<file path="config.mk">
export PLATFORM = sky130hd
export DESIGN_NAME = hazard_ctrl_unit
export DESIGN_NICKNAME = d
export VERILOG_FILES = /design/src/rtl/hazard_ctrl_unit.sv
export SDC_FILE = /design/constraint.sdc
export NUM_CORES = 1
export LEC_CHECK = 0
export CORE_ASPECT_RATIO = 1.2
export CORE_MARGIN = 8
export CORE_UTILIZATION = 25
export CTS_BUF_LIST = sky130_fd_sc_hd__clkbuf_4 sky130_fd_sc_hd__clkbuf_8
export DETAILED_ROUTE_END_ITERATION = 7
export GPL_TIMING_DRIVEN = 0
export SYNTH_ARGS = -nofsm -noshare
export SYNTH_HDL_FRONTEND = slang
export SYNTH_SLANG_ARGS = --single-unit
</file>
<file path="constraint.sdc">
create_clock -name clk -period 8 [get_ports clk]
set_clock_uncertainty 0.1 [all_clocks]
set_input_delay 2 -clock clk [delete_from_list [all_inputs] [get_ports clk]]
set_output_delay 2 -clock clk [all_outputs]
set_load 0.005 [all_outputs]
</file>
<file path="src/rtl/hazard_ctrl_unit.sv">
// hazard_ctrl_unit: stall/flush control, in-flight write scoreboard, memory-busy watchdog and stall counter
// Ports:
//   clk, rst                 clock and asynchronous active-high reset
//   Rs1_D, Rs2_D, RD_D       sources and destination of the instruction in D, RegWriteD its write enable
//   RD_E, ResultSrcE0        destination of the instruction in E and its is-load flag
//   PCSrcE                   branch/jump taken, resolved in E
//   MemBusyM                 data memory not ready for the access in M
//   RD_W, RegWriteW          destination and write enable of the instruction in W
//   StallF/D/E/M, FlushD/E/W pipeline register controls (combinational)
//   pending_mask             bit r set while register r has an in-flight write
//   mem_timeout              sticky flag, MemBusyM held for MEM_TIMEOUT cycles
//   stall_cycles             count of cycles with StallF set (wraps)
//   sb_error                 only with SCOREBOARD_CHECK_EN: sticky scoreboard overflow/underflow flag
module hazard_ctrl_unit #(
  parameter int MEM_TIMEOUT = 16,
  parameter int CNT_W = 32
) (
  input  logic             clk,
  input  logic             rst,
  input  logic [4:0]       Rs1_D,
  input  logic [4:0]       Rs2_D,
  input  logic [4:0]       RD_D,
  input  logic             RegWriteD,
  input  logic [4:0]       RD_E,
  input  logic             ResultSrcE0,
  input  logic             PCSrcE,
  input  logic             MemBusyM,
  input  logic [4:0]       RD_W,
  input  logic             RegWriteW,
  output logic             StallF,
  output logic             StallD,
  output logic             StallE,
  output logic             StallM,
  output logic             FlushD,
  output logic             FlushE,
  output logic             FlushW,
  output logic [31:0]      pending_mask,
  output logic             mem_timeout,
  output logic [CNT_W-1:0] stall_cycles
`ifdef SCOREBOARD_CHECK_EN
  ,
  output logic             sb_error
`endif
);
  localparam int BW = $clog2(MEM_TIMEOUT + 1);
  logic lw_stall, mem_freeze, enter, commit;
  logic [31:0] inc_v, dec_v;
  logic [31:0][1:0] cnt_q, cnt_d;
  logic [BW-1:0] busy_cnt_q, busy_cnt_d;
  logic mem_timeout_q, mem_timeout_d;
  logic [CNT_W-1:0] stall_cycles_q, stall_cycles_d;
  // A memory freeze holds E, so any flush is deferred until the branch is re-seen after the freeze.
  always_comb begin
    lw_stall = ResultSrcE0 && (RD_E != 5'd0) && ((Rs1_D == RD_E) || (Rs2_D == RD_E));
    mem_freeze = MemBusyM;
    StallM = mem_freeze;
    StallE = mem_freeze;
    StallF = lw_stall || mem_freeze;
    StallD = lw_stall || mem_freeze;
    FlushD = PCSrcE && !mem_freeze;
    FlushE = (lw_stall || PCSrcE) && !mem_freeze;
    FlushW = mem_freeze;
  end
  // Enter and commit on the same register cancel; otherwise each counter saturates at 0 and 3.
  always_comb begin
    enter = RegWriteD && (RD_D != 5'd0) && !StallD && !FlushE;
    commit = RegWriteW && (RD_W != 5'd0) && !FlushW;
    inc_v = enter ? (32'd1 << RD_D) : 32'd0;
    dec_v = commit ? (32'd1 << RD_W) : 32'd0;
    cnt_d = cnt_q;
    pending_mask = '0;
    for (int r = 1; r < 32; r++) begin
      cnt_d[r] = (inc_v[r] && !dec_v[r] && cnt_q[r] != 2'd3) ? cnt_q[r] + 2'd1 :
                 (dec_v[r] && !inc_v[r] && cnt_q[r] != 2'd0) ? cnt_q[r] - 2'd1 : cnt_q[r];
      pending_mask[r] = |cnt_q[r];
    end
    cnt_d[0] = 2'd0;
  end
  always_comb begin
    busy_cnt_d = !MemBusyM ? '0 : (busy_cnt_q == BW'(MEM_TIMEOUT)) ? busy_cnt_q : busy_cnt_q + BW'(1);
    mem_timeout_d = mem_timeout_q || (MemBusyM && busy_cnt_q == BW'(MEM_TIMEOUT - 1));
    stall_cycles_d = stall_cycles_q + CNT_W'(StallF);
  end
  assign mem_timeout = mem_timeout_q;
  assign stall_cycles = stall_cycles_q;
`ifdef SCOREBOARD_CHECK_EN
  logic [31:0] ovf_v, unf_v;
  logic sb_error_q, sb_error_d;
  always_comb begin
    ovf_v = '0;
    unf_v = '0;
    for (int r = 1; r < 32; r++) begin
      ovf_v[r] = inc_v[r] && !dec_v[r] && cnt_q[r] == 2'd3;
      unf_v[r] = dec_v[r] && !inc_v[r] && cnt_q[r] == 2'd0;
    end
    sb_error_d = sb_error_q || (|ovf_v) || (|unf_v);
  end
  assign sb_error = sb_error_q;
`ifndef SYNTHESIS
  always_ff @(posedge clk) begin
    if (!rst)
      for (int r = 1; r < 32; r++)
        if (ovf_v[r] || unf_v[r])
          $error("scoreboard %s on x%0d", ovf_v[r] ? "overflow" : "underflow", r);
  end
`endif
`endif
  always_ff @(posedge clk or posedge rst) begin
    if (rst) begin
      cnt_q <= '0;
      busy_cnt_q <= '0;
      mem_timeout_q <= 1'b0;
      stall_cycles_q <= '0;
`ifdef SCOREBOARD_CHECK_EN
      sb_error_q <= 1'b0;
`endif
    end else begin
      cnt_q <= cnt_d;
      busy_cnt_q <= busy_cnt_d;
      mem_timeout_q <= mem_timeout_d;
      stall_cycles_q <= stall_cycles_d;
`ifdef SCOREBOARD_CHECK_EN
      sb_error_q <= sb_error_d;
`endif
    end
  end
endmodule

</file>
**Word-level counts from Yosys, hierarchy flattened**

Index checks and enable logic that the tools add are counted.

- Reduce and logical (&&, ||, !) cells: 299
- Multiplexer cells: 66
- Multiply operators: 0
- Div/mod/pow operators: 0
- Order comparisons: 0
- Add/subtract/negate cells: 64
- Bitwise gates (word level): 0
- Shifts and indexed selects: 2
- Equality and inequality tests: 36

Operators with widths:

| kind | number |
|---|---|
| logical AND 1 bit | 134 |
| 2-to-1 mux 2 bit | 62 |
| nonzero test 2 bit | 62 |
| zero test 1 bit | 65 |
| 2-to-1 mux 32 bit | 2 |
| != test 2 bit, second input constant | 32 |
| << shifter 1 x 5 -> 32 bit, first input constant | 2 |
| adder 2 x 1 -> 2 bit, second input constant | 31 |
| OR reduction 2 bit | 31 |
| subtractor 2 x 1 -> 2 bit, second input constant | 31 |
| adder 32 x 1 -> 32 bit | 1 |
| nonzero test 5 bit | 3 |
| == test 5 bit | 2 |
| 2-to-1 mux 5 bit | 2 |
| adder 5 x 1 -> 5 bit, second input constant | 1 |
| == test 5 x 4 -> 1 bit, second input constant | 1 |
| == test 5 bit, second input constant | 1 |
| logical OR 1 bit | 4 |

- Output and inout bits: 72
- Memories kept: 0
- Logic and storage cells: 501
- Latch bits: 0
- Register bits: 100
- RAM bits: 0
- Bits in read-only memories: 0
- Input port bits: 32

**Longest topological paths before layout**

- Word-level depth: 13
- Depth in mapped cells: 14

**Worst setup path after synthesis**

No wires, ideal clock.

- Kind: input to output
- Start: in RD_E[1]
- End: out FlushE
- Path slack: 2412 ps
- Buffers on the path: 3
- Data arrival time: 3488 ps
- Stages on the path: 8
- Cells stage by stage: or4_1 -> o21a_1 -> and2_1 -> buf_6 -> clkbuf_1 -> clkbuf_1 -> nor2_1 -> nor2_1

- Word-level cells in the longest chain between the ends: 5
- Elaborated cells between the ends (all ways): 8
- Classes of those cells: eq/ne (2); reduce/logical (6)

Ends and longest elaborated chain:

| element | line | RTL |
|---|---|---|
| start: declaration | 24 | `input logic [4:0] RD_E,` |
| == test 5 bit or nonzero test 5 bit (tied branches) | 54 | `lw_stall = ResultSrcE0 && (RD_E != 5'd0) && ((Rs1_D == RD_E) \|\| (Rs2_D == RD_E));` |
| logical OR 1 bit or logical AND 1 bit (tied branches) | 54 |  |
| logical AND 1 bit * | 54 |  |
| logical OR 1 bit * | 61 | `FlushE = (lw_stall \|\| PCSrcE) && !mem_freeze;` |
| logical AND 1 bit * | 61 |  |
| end: declaration | 35 | `output logic FlushE,` |

Mark *: on every way between the ends. The rest lies on a longest branch, timed or not.

**Worst setup path in the final report**

- Start: in RD_E[2]
- End: out FlushE

Same word-level chain as after synthesis.

==> qor.csv <==
metric,value,unit
status,"finished, final reports clean",
final setup fails,0,
Place WS,0.925,ns
syn avg cell area,8.75,um2
most instantiated cells after synthesis,"dfrtp_1 (100), nand2_1 (71), nor2_1 (67)",
crit share post-route,88.5,%
RePlAce Congestion,0.948,
switching power total,0.467,mW
final setup margin,0.917,ns
post-route DRC violation count,0,
die width,157,um
vias per cell,4.83,
final hold vios,0,
Synthesized Nets,715,
routed vias,5358,
Highest Signal Layer,met5,
Post-CTS Setup Repair Bufs,0,
Avg WL per Cell,14.9,um
post-synth top area cell,dfrtp_1,
CP startpoint kind,input pin,
largest net degree at the start of global routing,68,
main flop type after synthesis,dfrtp_1,
IO Count,104,
max-cap viol count,0,
Met1 Wirelength,7470,um
worst r2r path cells,7,
vias in the first global route,5126,
Critical Path AT,4.98,ns
Yosys top cell area share,42.2,%
H-tree depth,3,
Sink Count,100,
Worst-path clk slew,0.11,ns
CTS buffer count,9,
Hold Worst Slack,0.367,ns
DRT Wirelength,16600,um
CTS tree,done,
HPWL after detailed placement,12800,um
power per cell area,198,mW/mm2
number of nets in the layout,827,
cell area after layout,0.00756,mm2
"Seq/Total Area, Yosys",42.2,%
die area,0.0289,mm2
CP Capture Type,output pin,
DR WL met3,1330,um
Final min period,7.08,ns
CP required,5.90,ns
initial antenna violation count,1,
site row count,61,
TritonRoute pass-1 iters,5,
core region area,0.0233,mm2
die height,185,um
VDD IR max,0.0706,mV
Area contributors post-synth,"dfrtp_1 (42%), xnor2_1 (4.6%), nand2_1 (4.5%)",
Slew Limit Fails,0,
RSZ-0062 raised after global routing,false,
clk buf depth,2,
Initial Utilization,25.5,%
Synth async-reset ratio,100,%
Switching Share,31.2,%
DR WL met2,7350,um
hold_buf cts,0,
Total GRT Usage,11.5,%
ANT nets after route,0,
Cell variety after synth,58,
CTS root buffer,clkbuf_8,
Worst-Skew Late Latency,0.38,ns
YS warnings,0,
Worst-Margin Slew,1.27,ns
Crit Path Max Fanout,10,
initial detailed-routing violation count,329,
Static Leak,3.06,nW
Layout area overhead,27.5,%
most instantiated library cell after synthesis,dfrtp_1,
total congestion overflow,0,
internal cell power,1.03,mW
total negative setup slack,0,ns
kind of critical path,in -> out,
power share of the sequential group,46.6,%
global-route wire length before repair,26400,um
maximum clock rate,0.141,GHz
mapped cell area,0.00593,mm2
worst hold-check path type,reg -> reg,
number of flops mapped to enable cells by yosys,0,
combinational share of power,30.3,%
post-CTS resize count,0,
Inserted Diodes,0,
post-synthesis instance total,678,
Worst Hold Depth,1,
port bufs,100,
Area after DPL,0.00736,mm2
Clk pwr share,23.1,%
Slew HR,14.3,%
post-synthesis register bit count,100,
layout cells sized above 1,10.3,%
[through the flow]
stage / instances / util (%) / power, mW
floorplan: 678 / - / 0.915
global placement: 1093 / 31.5 / 1.15
detailed placement: 1094 / 31.6 / 1.17
CTS: 1109 / 32.5 / 1.52
global route: 1109 / 32.5 / 1.60
finish: 1109 / 32.5 / 1.49
[cell usage in the layout (no fill, tap or decap), types with 6 or more instances in the layout]
cell / Yosys / routed
dfrtp_1: 100 / 100
clkdlybuf4s50_1: 0 / 100
nand2_1: 71 / 71
nor2_1: 67 / 67
o21ai_0: 44 / 44
or2_2: 37 / 37
nand3_1: 35 / 35
xnor2_1: 31 / 31
a21oi_1: 24 / 24
inv_1: 20 / 19
nor4_1: 17 / 17
nor3_1: 15 / 15
nand2b_1: 14 / 14
and3_1: 14 / 14
clkbuf_1: 13 / 13
or4_1: 11 / 11
nand4_1: 11 / 11
xor2_1: 11 / 11
clkbuf_8: 0 / 10
o31ai_1: 9 / 9
o211ai_1: 8 / 8
o21a_1: 7 / 7
mux2_2: 7 / 7
or3_1: 6 / 6
nor2b_1: 6 / 6
a21o_1: 6 / 6
a21boi_0: 6 / 6
o221ai_1: 6 / 6
o41ai_1: 6 / 6
[layer usage]
metal	vias up	track usage [%]
li1	2662	-
met1	2495	14.3
met2	173	18.1
met3	26	3.89
met4	2	4.43
met5	-	0
[sequential cells by signal, indices dropped and copies added (netlist names)]
name,count
cnt_q,62
stall_cycles,32
busy_cnt_q,5
mem_timeout,1
[power by group through the flow]
stage / clock network, mW / registers [mW] / logic (mW)
2_1_floorplan: 0 / 0.683 / 0.232
3_3_place_gp: 0 / 0.700 / 0.453
3_5_place_dp: 0 / 0.705 / 0.461
4_1_cts: 0.360 / 0.694 / 0.463
5_1_grt: 0.378 / 0.715 / 0.505
6_report: 0.346 / 0.696 / 0.452
[layout make-up]
class / instances / area (um2)
fillers: 2462 / 15700
multi-input cells: 534 / 3230
flip-flops and latches: 100 / 2500
repair buffers: 101 / 1030
well taps: 315 / 394
clock buffers: 10 / 138
plain buffers: 24 / 129
inverters: 20 / 77.6
clock inverters: 5 / 66.3
[cells by family (layout without fill, tap and decap cells)]
logic type	count (synthesis)	after routing	synth area share, %
mux	11	11	2.00
compound gates	153	153	17.2
other cells	1	1	0.0632
buf+inv	44	160	3.44
fa+ha+maj	5	5	1.05
xor+xnor	42	42	6.20
flops	100	100	42.2
simple gates	322	322	27.9
[final timing paths]
path                                       startpoint                    endpoint  slack (ns)
max in group asynchronous                         rst       cnt_q[11]$_DFFE_PP0P_        5.24
hold / removal             stall_cycles[31]$_DFF_PP0_  stall_cycles[31]$_DFF_PP0_        0.37
setup reg to reg           stall_cycles[10]$_DFF_PP0_  stall_cycles[30]$_DFF_PP0_        5.60
setup / recovery                              RD_E[2]                      FlushE        0.92
min in group asynchronous                         rst       cnt_q[31]$_DFFE_PP0P_        1.89
hold reg to reg            stall_cycles[31]$_DFF_PP0_  stall_cycles[31]$_DFF_PP0_        0.37
[worst max-delay path, stage by stage]
cell and delay, ns:
clkdlybuf4s50_1 0.53, xnor2_1 0.13, nand3_1 0.09, o22ai_1 0.19
and2_1 0.21, buf_6 0.15, clkbuf_1 0.41, clkbuf_1 0.50
nor2_1 0.08, nor2_1 0.14, clkdlybuf4s50_1 0.54
Power figures use the tool's default switching activity.
